**src/rtl/bike_pkg.sv**
```systemverilog
// Shared constants, FSM encoding and helpers for the wheel speed path.
package bike_pkg;

  localparam int SPEED_WIDTH_DEF = 7;
  localparam int CLK_HZ_DEF      = 2048;
  localparam int CIRC_MM_DEF     = 2136;
  localparam int PER_WIDTH_DEF   = 16;
  localparam int TIMEOUT_DEF     = 4096;
  localparam int MIN_GAP_DEF     = 20;

  typedef enum logic [1:0] {
    ST_IDLE = 2'd0,
    ST_DIV  = 2'd1,
    ST_DONE = 2'd2
  } spd_state_e;

  // km/h numerator: circumference[mm] * f_clk * 3.6 / 1000, floored.
  function automatic longint calc_num(input longint circ_mm, input longint clk_hz);
    return (circ_mm * clk_hz * 36) / 10000;
  endfunction

  // Largest speed representable in a w-bit result.
  function automatic int speed_max(input int w);
    return (1 << w) - 1;
  endfunction

endpackage

```
**src/rtl/wheel_speed_calc_if.sv**
```systemverilog
// Sensor, control and distance-counter signals of the wheel speed block.
interface wheel_speed_calc_if #(
  parameter int SPEED_WIDTH = 7
);
  logic                   wheel_pulse;
  logic                   en_speed;
  logic                   speed_start;
  logic [SPEED_WIDTH-1:0] speed;
  logic                   speed_valid;
  logic                   busy;
  logic                   rev_pulse;

  modport master (
    output wheel_pulse, en_speed, speed_start,
    input  speed, speed_valid, busy, rev_pulse
  );

  modport slave (
    input  wheel_pulse, en_speed, speed_start,
    output speed, speed_valid, busy, rev_pulse
  );
endinterface

```
**src/rtl/seq_divider.sv**
```systemverilog
// Restoring unsigned divider, one quotient bit per clock, W bits.
module seq_divider #(
  parameter int W = 16
)(
  input  logic         clock,
  input  logic         reset,
  input  logic         start,
  input  logic [W-1:0] dividend,
  input  logic [W-1:0] divisor,
  output logic [W-1:0] quotient,
  output logic         done
);
  localparam int CW = $clog2(W + 1);

  logic [W-1:0]  rem_q, quo_q, dvs_q;
  logic [CW-1:0] left_q;
  logic [W:0]    rem_sh;
  logic          ge;

  assign rem_sh = {rem_q, quo_q[W-1]};
  assign ge     = (rem_sh >= {1'b0, dvs_q});

  always_ff @(posedge clock or posedge reset) begin
    if (reset) begin
      rem_q  <= '0;
      quo_q  <= '0;
      dvs_q  <= '0;
      left_q <= '0;
    end else if (start) begin
      rem_q  <= '0;
      quo_q  <= dividend;
      dvs_q  <= divisor;
      left_q <= CW'(W);
    end else if (left_q != '0) begin
      rem_q  <= ge ? (rem_sh[W-1:0] - dvs_q) : rem_sh[W-1:0];
      quo_q  <= {quo_q[W-2:0], ge};
      left_q <= left_q - CW'(1);
    end
  end

  // High in the cycle whose closing edge retires the last quotient bit.
  assign done     = (left_q == CW'(1));
  assign quotient = quo_q;
endmodule

```
**src/rtl/wheel_speed_calc.sv**
```systemverilog
// Wheel pulse period measurement and period-to-km/h conversion on request.
module wheel_speed_calc
  import bike_pkg::*;
#(
  parameter int SPEED_WIDTH = SPEED_WIDTH_DEF,
  parameter int CLK_HZ      = CLK_HZ_DEF,
  parameter int CIRC_MM     = CIRC_MM_DEF,
  parameter int PER_WIDTH   = PER_WIDTH_DEF,
  parameter int TIMEOUT     = TIMEOUT_DEF,
  parameter int MIN_GAP     = MIN_GAP_DEF
)(
  input logic               clock,
  input logic               reset,
  wheel_speed_calc_if.slave bus
);
  localparam longint NUM = calc_num(CIRC_MM, CLK_HZ);
  localparam int     SAT = speed_max(SPEED_WIDTH);

  logic [1:0]             sync_q;
  logic                   prev_q, rise, accept;
  logic [PER_WIDTH-1:0]   cnt_q, period_q, snap_q, quotient;
  logic                   have_edge_q, rev_q;
  spd_state_e             state_q, state_d;
  logic                   div_start, div_done;
  logic [SPEED_WIDTH-1:0] speed_q;
  logic                   valid_q;

  always_ff @(posedge clock or posedge reset) begin
    if (reset) begin
      sync_q <= '0;
      prev_q <= 1'b0;
    end else begin
      sync_q <= {sync_q[0], bus.wheel_pulse};
      prev_q <= sync_q[1];
    end
  end

  assign rise   = sync_q[1] & ~prev_q;
  assign accept = rise & bus.en_speed & (~have_edge_q | (cnt_q >= PER_WIDTH'(MIN_GAP)));

  // An accepted edge takes priority over the timeout landing in the same cycle.
  always_ff @(posedge clock or posedge reset) begin
    if (reset) begin
      cnt_q       <= '0;
      period_q    <= '0;
      have_edge_q <= 1'b0;
      rev_q       <= 1'b0;
    end else begin
      rev_q <= accept;
      if (accept) begin
        if (have_edge_q) period_q <= cnt_q;
        cnt_q       <= PER_WIDTH'(1);
        have_edge_q <= 1'b1;
      end else if (bus.en_speed && (cnt_q != PER_WIDTH'(TIMEOUT))) begin
        cnt_q <= cnt_q + PER_WIDTH'(1);
        if (cnt_q == PER_WIDTH'(TIMEOUT - 1)) begin
          period_q    <= '0;
          have_edge_q <= 1'b0;
        end
      end
    end
  end

  seq_divider #(.W(PER_WIDTH)) u_div (
    .clock    (clock),
    .reset    (reset),
    .start    (div_start),
    .dividend (PER_WIDTH'(NUM)),
    .divisor  (period_q),
    .quotient (quotient),
    .done     (div_done)
  );

  always_ff @(posedge clock or posedge reset) begin
    if (reset) state_q <= ST_IDLE;
    else       state_q <= state_d;
  end

  always_comb begin
    state_d   = state_q;
    div_start = 1'b0;
    case (state_q)
      ST_IDLE: if (bus.speed_start) begin
        div_start = 1'b1;
        state_d   = ST_DIV;
      end
      ST_DIV:  if (div_done) state_d = ST_DONE;
      ST_DONE: state_d = ST_IDLE;
      default: state_d = ST_IDLE;
    endcase
  end

  // Divisor copy kept here so a zero period can force speed 0 at the end.
  always_ff @(posedge clock or posedge reset) begin
    if (reset) begin
      snap_q  <= '0;
      speed_q <= '0;
      valid_q <= 1'b0;
    end else begin
      valid_q <= (state_q == ST_DONE);
      if (div_start) snap_q <= period_q;
      if (state_q == ST_DONE) begin
        if (snap_q == '0)                       speed_q <= '0;
        else if (quotient > PER_WIDTH'(SAT))    speed_q <= SPEED_WIDTH'(SAT);
        else                                    speed_q <= quotient[SPEED_WIDTH-1:0];
      end
    end
  end

  assign bus.speed       = speed_q;
  assign bus.speed_valid = valid_q;
  assign bus.busy        = (state_q != ST_IDLE);
  assign bus.rev_pulse   = rev_q;
endmodule

```
**src/flat_wrapper.sv**
```systemverilog
// flat-port wrapper written by rule: the top's interface ports become plain ports
module wheel_speed_calc_flat import bike_pkg::*;
#(
  parameter int SPEED_WIDTH = SPEED_WIDTH_DEF,
  parameter int CLK_HZ      = CLK_HZ_DEF,
  parameter int CIRC_MM     = CIRC_MM_DEF,
  parameter int PER_WIDTH   = PER_WIDTH_DEF,
  parameter int TIMEOUT     = TIMEOUT_DEF,
  parameter int MIN_GAP     = MIN_GAP_DEF
)
  (clock, reset, bus_wheel_pulse, bus_en_speed, bus_speed_start, bus_speed, bus_speed_valid, bus_busy, bus_rev_pulse);
  wheel_speed_calc_if #(.SPEED_WIDTH(SPEED_WIDTH)) bus_i ();
  input logic clock;
  input logic reset;
  input wire logic [$bits(bus_i.wheel_pulse)-1:0] bus_wheel_pulse;
  input wire logic [$bits(bus_i.en_speed)-1:0] bus_en_speed;
  input wire logic [$bits(bus_i.speed_start)-1:0] bus_speed_start;
  output wire logic [$bits(bus_i.speed)-1:0] bus_speed;
  output wire logic [$bits(bus_i.speed_valid)-1:0] bus_speed_valid;
  output wire logic [$bits(bus_i.busy)-1:0] bus_busy;
  output wire logic [$bits(bus_i.rev_pulse)-1:0] bus_rev_pulse;
  assign bus_i.wheel_pulse = bus_wheel_pulse;
  assign bus_i.en_speed = bus_en_speed;
  assign bus_i.speed_start = bus_speed_start;
  assign bus_speed = bus_i.speed;
  assign bus_speed_valid = bus_i.speed_valid;
  assign bus_busy = bus_i.busy;
  assign bus_rev_pulse = bus_i.rev_pulse;
  wheel_speed_calc #(.SPEED_WIDTH(SPEED_WIDTH), .CLK_HZ(CLK_HZ), .CIRC_MM(CIRC_MM), .PER_WIDTH(PER_WIDTH), .TIMEOUT(TIMEOUT), .MIN_GAP(MIN_GAP)) u_core (.clock(clock), .reset(reset), .bus(bus_i));
endmodule
```
**config.mk**
```make
export PLATFORM = sky130hd
export DESIGN_NAME = wheel_speed_calc_flat
export DESIGN_NICKNAME = d
export VERILOG_FILES = /design/src/rtl/bike_pkg.sv /design/src/rtl/wheel_speed_calc_if.sv /design/src/rtl/seq_divider.sv /design/src/rtl/wheel_speed_calc.sv /design/src/flat_wrapper.sv
export SDC_FILE = /design/constraint.sdc
export NUM_CORES = 1
export LEC_CHECK = 0
export CAP_MARGIN = 20
export CORE_MARGIN = 5
export CORE_UTILIZATION = 63
export CTS_CLUSTER_DIAMETER = 60
export DETAILED_ROUTE_END_ITERATION = 6
export DONT_BUFFER_PORTS = 1
export PLACE_DENSITY = 0.79
export SYNTH_ARGS = -nofsm -noshare
export SYNTH_HDL_FRONTEND = slang
export SYNTH_SLANG_ARGS = --single-unit
```
**constraint.sdc**
```tcl
create_clock -name clock -period 4.39 [get_ports clock]
set_clock_uncertainty 0.1 [all_clocks]
set_input_delay 1.317 -clock clock [delete_from_list [all_inputs] [get_ports clock]]
set_output_delay 1.317 -clock clock [all_outputs]
set_load 0.01 [all_outputs]
```
# After elaboration in Yosys (flattened, before gate mapping)

Index checks and enable logic that the tools add are counted.

Flip-flop bits (word level): 100
Latch bits: 0
Memory bits (writable): 0
ROM bits: 0
Input port bits: 5
Output and inout bits: 10
Logic and storage cells: 67
Memories: 0

$add $sub $neg: 3
$mul: 0
Divide/modulo/power cells: 0
Magnitude comparators: 3
Equality and inequality tests: 8
Shift operators: 0
Muxes and demuxes: 23
Bitwise operators: 6
Reduce and logical (&&, ||, !) cells: 11

Operator list:

| cell                                                                              | number |
|---|---|
| 16-bit two-way mux                                                                | 11 |
| 17-bit by 16-bit >= comparator with 1-bit output                                  | 1 |
| 16-bit by 1-bit adder with 16-bit output (second input constant)                  | 1 |
| 16-bit by 12-bit == test with 1-bit output (second input constant)                | 1 |
| 16-bit by 5-bit >= comparator with 1-bit output (second input constant)           | 1 |
| 16-bit by 7-bit greater-than comparator with 1-bit output (second input constant) | 1 |
| 16-bit zero test                                                                  | 1 |
| 16-bit by 13-bit inequality test with 1-bit output (second input constant)        | 1 |
| 16-bit subtractor                                                                 | 1 |
| 7-bit two-way mux                                                                 | 2 |
| 5-bit two-way mux                                                                 | 2 |
| 2-bit nonzero test                                                                | 4 |
| 5-bit by 1-bit == test with 1-bit output (second input constant)                  | 1 |
| 1-bit two-way mux                                                                 | 5 |
| 5-bit nonzero test                                                                | 1 |
| 5-bit by 1-bit subtractor with 5-bit output (second input constant)               | 1 |
| 2-bit two-way mux                                                                 | 2 |
| 2-bit inequality test (second input constant)                                     | 2 |
| 2-bit case mux with 2 select lines                                                | 1 |
| 2-bit AND reduction                                                               | 2 |
| 1-bit AND                                                                         | 3 |
| 3-bit AND reduction                                                               | 1 |
| 2-bit by 1-bit == test with 1-bit output (second input constant)                  | 1 |
| 2-bit == test (second input constant)                                             | 1 |
| other kinds (5)                                                                   | 6 |

# Depth between registers and ports, before layout

Depth in word-level cells: 6
Depth in mapped cells: 11
Mapped depth without buffers: 10

# Cells and area by module

From an unflattened synthesis, not the netlist that was laid out.

Cell total of the unflattened synthesis: 642
Area total of the unflattened synthesis: 6231.0 sq um

By module, submodules not included:

| module           | times used | cells each | area an instance (sq um) | sequential area each (sq um) |
|---|---|---|---|---|
| seq_divider      | 1          | 394        | 3460.8                   | 1326.3 |
| wheel_speed_calc | 1          | 248        | 2770.2                   | 1576.5 |

# Worst setup path before layout

OpenSTA, ideal clock, no wires.

Path type: input port to flip-flop
Start point: input bus_en_speed
End point: register u_core.period_q[15]
Data arrival time: 2.531 ns
Path slack: 1.638 ns
Cell stages on the path: 8
Path through: and3_1 -> nand4_1 -> nor2_1 -> nand2_1 -> nor2_1 -> o21bai_1 -> buf_2 -> a22o_1

Longest elaborated chain between the ends: 4
Elaborated cells on any way between the ends: 8

RTL lines:

| item                                                                                | line                   | RTL |
|---|---|---|
| from (decl)                                                                         | flat_wrapper.sv:16     | `input wire logic [$bits(bus_i.en_speed)-1:0] bus_en_speed;` |
| 1-bit AND (2 in series)                                                             | wheel_speed_calc.sv:39 | `assign accept = rise & bus.en_speed & (~have_edge_q \| (cnt_q >= PER_WIDTH'(MIN_GAP)));` |
| 2-bit inequality test (no source line) / 2-bit nonzero test (equally long branches) | --                     |  |
| 3-bit AND reduction (no source line)                                                | --                     |  |
| to (signal assigned)                                                                | wheel_speed_calc.sv:51 | `if (have_edge_q) period_q <= cnt_q;` |
| to (decl)                                                                           | wheel_speed_calc.sv:21 | `logic [PER_WIDTH-1:0] cnt_q, period_q, snap_q, quotient;` |

Parallel ways exist; a longest one is shown, timed or not.
A chain may end at the register's enable or synchronous reset.

# Final worst setup path

Start point: register u_core.u_div.rem_q[1]
End point: register u_core.u_div.rem_q[1]

Longest elaborated chain between the ends: 4

RTL lines:

| item                                             | line              | RTL |
|---|---|---|
| from (decl)                                      | seq_divider.sv:15 | `logic [W-1:0] rem_q, quo_q, dvs_q;` |
| from (signal assigned)                           | seq_divider.sv:35 | `rem_q <= ge ? (rem_sh[W-1:0] - dvs_q) : rem_sh[W-1:0];` |
| 17-bit by 16-bit >= comparator with 1-bit output | seq_divider.sv:21 | `assign ge = (rem_sh >= {1'b0, dvs_q});` |
| 16-bit two-way mux                               | seq_divider.sv:35 |  |
| 16-bit two-way mux                               | seq_divider.sv:34 | `end else if (left_q != '0) begin` |
| 16-bit two-way mux                               | seq_divider.sv:29 | `end else if (start) begin` |

Every way passes these cells. The select of a mux whose other input is x is not followed.

==> impl_metrics.yaml <==
critical_path:
  cp_slowest_stage_delay_ps: 630
  cp_cell_sequence: "ha_1 > o211ai_2 > a21oi_1 > nor2_1 > o211ai_2 > a21oi_4 > mux2_2 > a21oi_1"
  r2r_cells: 8
  end_kind: "flop"
  r2r_start: "u_core.u_div.rem_q[1]"
  worst_ep_arrival_time_ps: 3110
  r2r-end: "u_core.u_div.rem_q[1]"
  cp_slowest_cell: "a21oi_4"
  critPathMaxFanout: 19
  reg2reg_slack_ps: 1470
  critPathKind: "flop to flop"
  startpoint_type: "flop"
  required_ps: 4580
clocking:
  clock-root-buffer: "clkbuf_8"
  cts_resized: 0
  htree_levels: 3
  clkTransAtPathRegs_ps: 100
  numCtsBuffers: 9
  cts_tree: "built"
  clock_sinks: 100
  postCtsSetupRepairBufs: 0
  clk_latency_ps: 370
  cts.path.max_buffers: 2
  ctsHoldBuffers: 0
logic_synthesis:
  synth_area_leaders: "dfrtp_1 (49%), nand2_1 (6.3%), ha_1 (5.2%)"
  synth_top_cell_by_area: "dfrtp_1"
  syn_area_sq_um: 5069
  synth_top_area_frac: 0.4937
  synth_edf_count: 0
  syn-num-nets: 560
  ys_types: 53
  synthCells: 533
  yosysWarnings: 0
  async_flop_share: 1.000
  ys_ff_latch: 100
  ys.flop_type: "dfrtp_1"
  ys_seq_area_frac: 0.4937
  avgSynthCellArea_sq_um: 9.510
drt:
  viasPerCell: 6.092
  wl_per_cell_microns: 15.97
  drc_errors: 0
  first_pass_iters: 5
  drtIter0Drc: 240
  drtAntennaViolNets: 0
  vias: 3856
  finalWirelength_mm: 10.11
min_path:
  hold_path_class: "flop to flop"
  whs_endpoint: "u_core.sync_q[1]"
  min_from: "u_core.sync_q[0]"
  holdPathStages: 0
pwr:
  p_int_mw: 2.457
  p_per_area_nw_per_um2: 795.7
  seqPwrFrac: 0.361
  p_switching_mw: 1.792
  pwr-share-clk: 0.145
  power_frac_comb: 0.494
  vdd_drop_max_mv: 0.4698
  p_leak_nw: 2.440
  netSwitchingFraction: 0.4218
cells_and_area:
  drive_above_1_share: 0.06026
  final_common_cell: "dfrtp_1"
  final_cell_mix: "dfrtp_1 (100), nand2_1 (85), o21ai_0 (44)"
  syn_to_final_growth_pct: 5.381
  fin_area_sq_um: 5341
  nets: 553
  seqCellArea_sq_um: 2502
  n_antenna_cell: 0
  fill_cells: 607
  multi_input_area_sq_um: 2352
floorplan:
  core_sq_um: 7767
  die_w_microns: 99.70
  io_pins: 15
  initial_core_util: 0.6525
  row_count: 32
  fp.dieH_microns: 99.70
  die-area_sq_um: 9939
placed_design:
  placed_area_sq_um: 5127
  place_congestion: 0.8484
  dpl.hpwl_mm: 7.099
  post-place-ws_ps: 1179
  portBuffers: 0
sta:
  worst_pin_slew_ps: 780.6
  slew_viol_final: 0
  setup_ws_ps: 1474
  period_share: 0.6642
  hold_ws_ps: 262.6
  finalSetupTns_ps: 0
  fin_crit_ps: 2916
  hold_violations: 0
  setup_violations: 0
  maxSlewHeadroom: 0.4796
  fmax_mhz: 342.9
  rsz0062_at_grt: "false"
run_status:
  status: "finished clean"
global_routing:
  grt.overflow.total: 0
  grt_pass1_vias: 3783
  antenna_found_initial: 0
  grt_max_degree: 64
  grt_first_pass_wirelength_mm: 17.61
  grt_util_all_layers: 0.2181
job:
  drv_cap: 0
## cell families after synthesis
group,count (synthesis),synth area share
adder cells (fa/ha/maj),22,0.05579
AND/OR/NAND/NOR,187,0.1671
multiplexers,16,0.03209
XOR/XNOR,28,0.04838
buffers and inverters,52,0.04221
AO/OA/AOI/OAI,128,0.1607
flip-flops,100,0.4937
## state kept, by name (all words and copies together), names as in the netlist, 5 cells and up
| signal | count |
|---|---|
| u_core.cnt_q | 16 |
| u_core.period_q | 16 |
| u_core.snap_q | 16 |
| u_core.u_div.quotient | 16 |
| u_core.u_div.rem_q | 16 |
| u_core.bus.speed | 7 |
| u_core.u_div.left_q | 5 |
## Yosys cell counts (all sizes together) (3+ instances only)
master / count
nor3: 6
a21oi: 37
xor2: 15
o21a: 3
and2: 4
mux2i: 14
inv: 28
dfrtp: 100
buf: 8
nand2b: 6
a211oi: 6
nand3: 13
clkbuf: 16
nor2: 42
a22o: 16
ha: 21
a21o: 3
nor4: 7
nand4: 11
o21ai: 46
o211ai: 3
or3: 4
nand2: 85
xnor2: 13
## power groups by stage
stage	clock (mW)	combinational [mW]	sequential, mW
CTS	0.628	2.10	1.53
global placement	0	1.99	1.54
finish	0.615	2.10	1.53
global route	0.665	2.37	1.58
floorplan	0	1.75	1.47
detailed placement	0	2.09	1.55
## critical path, delay by kind of cell, from the launching register on
kind / cells / cell delay (ps)
AND/OR/NAND/NOR: 1 / 340
adder cells (fa/ha/maj): 1 / 380
AO/OA/AOI/OAI: 5 / 1190
flip-flops: 1 / 410
multiplexers: 1 / 410
## area by class of cell
class / count / area share
Multi-Input combinational cell: 381 / 0.4404
Clock buffer: 10 / 0.02577
Tap cell: 102 / 0.02389
Sequential cell: 100 / 0.4685
Timing Repair Buffer: 6 / 0.008433
Clock inverter: 6 / 0.01288
Inverter: 28 / 0.02015
## stage by stage
step                power, mW  instances    util
floorplan               3.218        533       -
global placement        3.526        616  0.6601
detailed placement      3.633        616  0.6601
CTS                     4.258        632  0.6867
global route            4.621        633  0.6877
finish                  4.250        633  0.6877
## per-layer routing
layer,up-vias,routed length (microns),track usage,share of wire
li1,1834,-,-,-
met1,1895,4516,0.2914,0.45
met2,108,4981,0.3545,0.49
met3,19,444,0.04488,0.044
met4,0,167,0.07563,0.017
met5,-,0,0,0
## worst max path at each step
| stage | from | cells after the start | end |
|---|---|---|---|
| global route | u_core.snap_q[2] | 9 | u_core.u_div.rem_q[1] |
| floorplan | reset | 1 | u_core.bus.rev_pulse |
| CTS | u_core.snap_q[2] | 9 | u_core.u_div.rem_q[1] |
| global placement | bus_en_speed | 7 | u_core.period_q[0] |
| detailed placement | bus_en_speed | 7 | u_core.period_q[10] |
| finish | u_core.u_div.rem_q[1] | 8 | u_core.u_div.rem_q[1] |
Note: power is estimated with default switching activity, not from simulation.
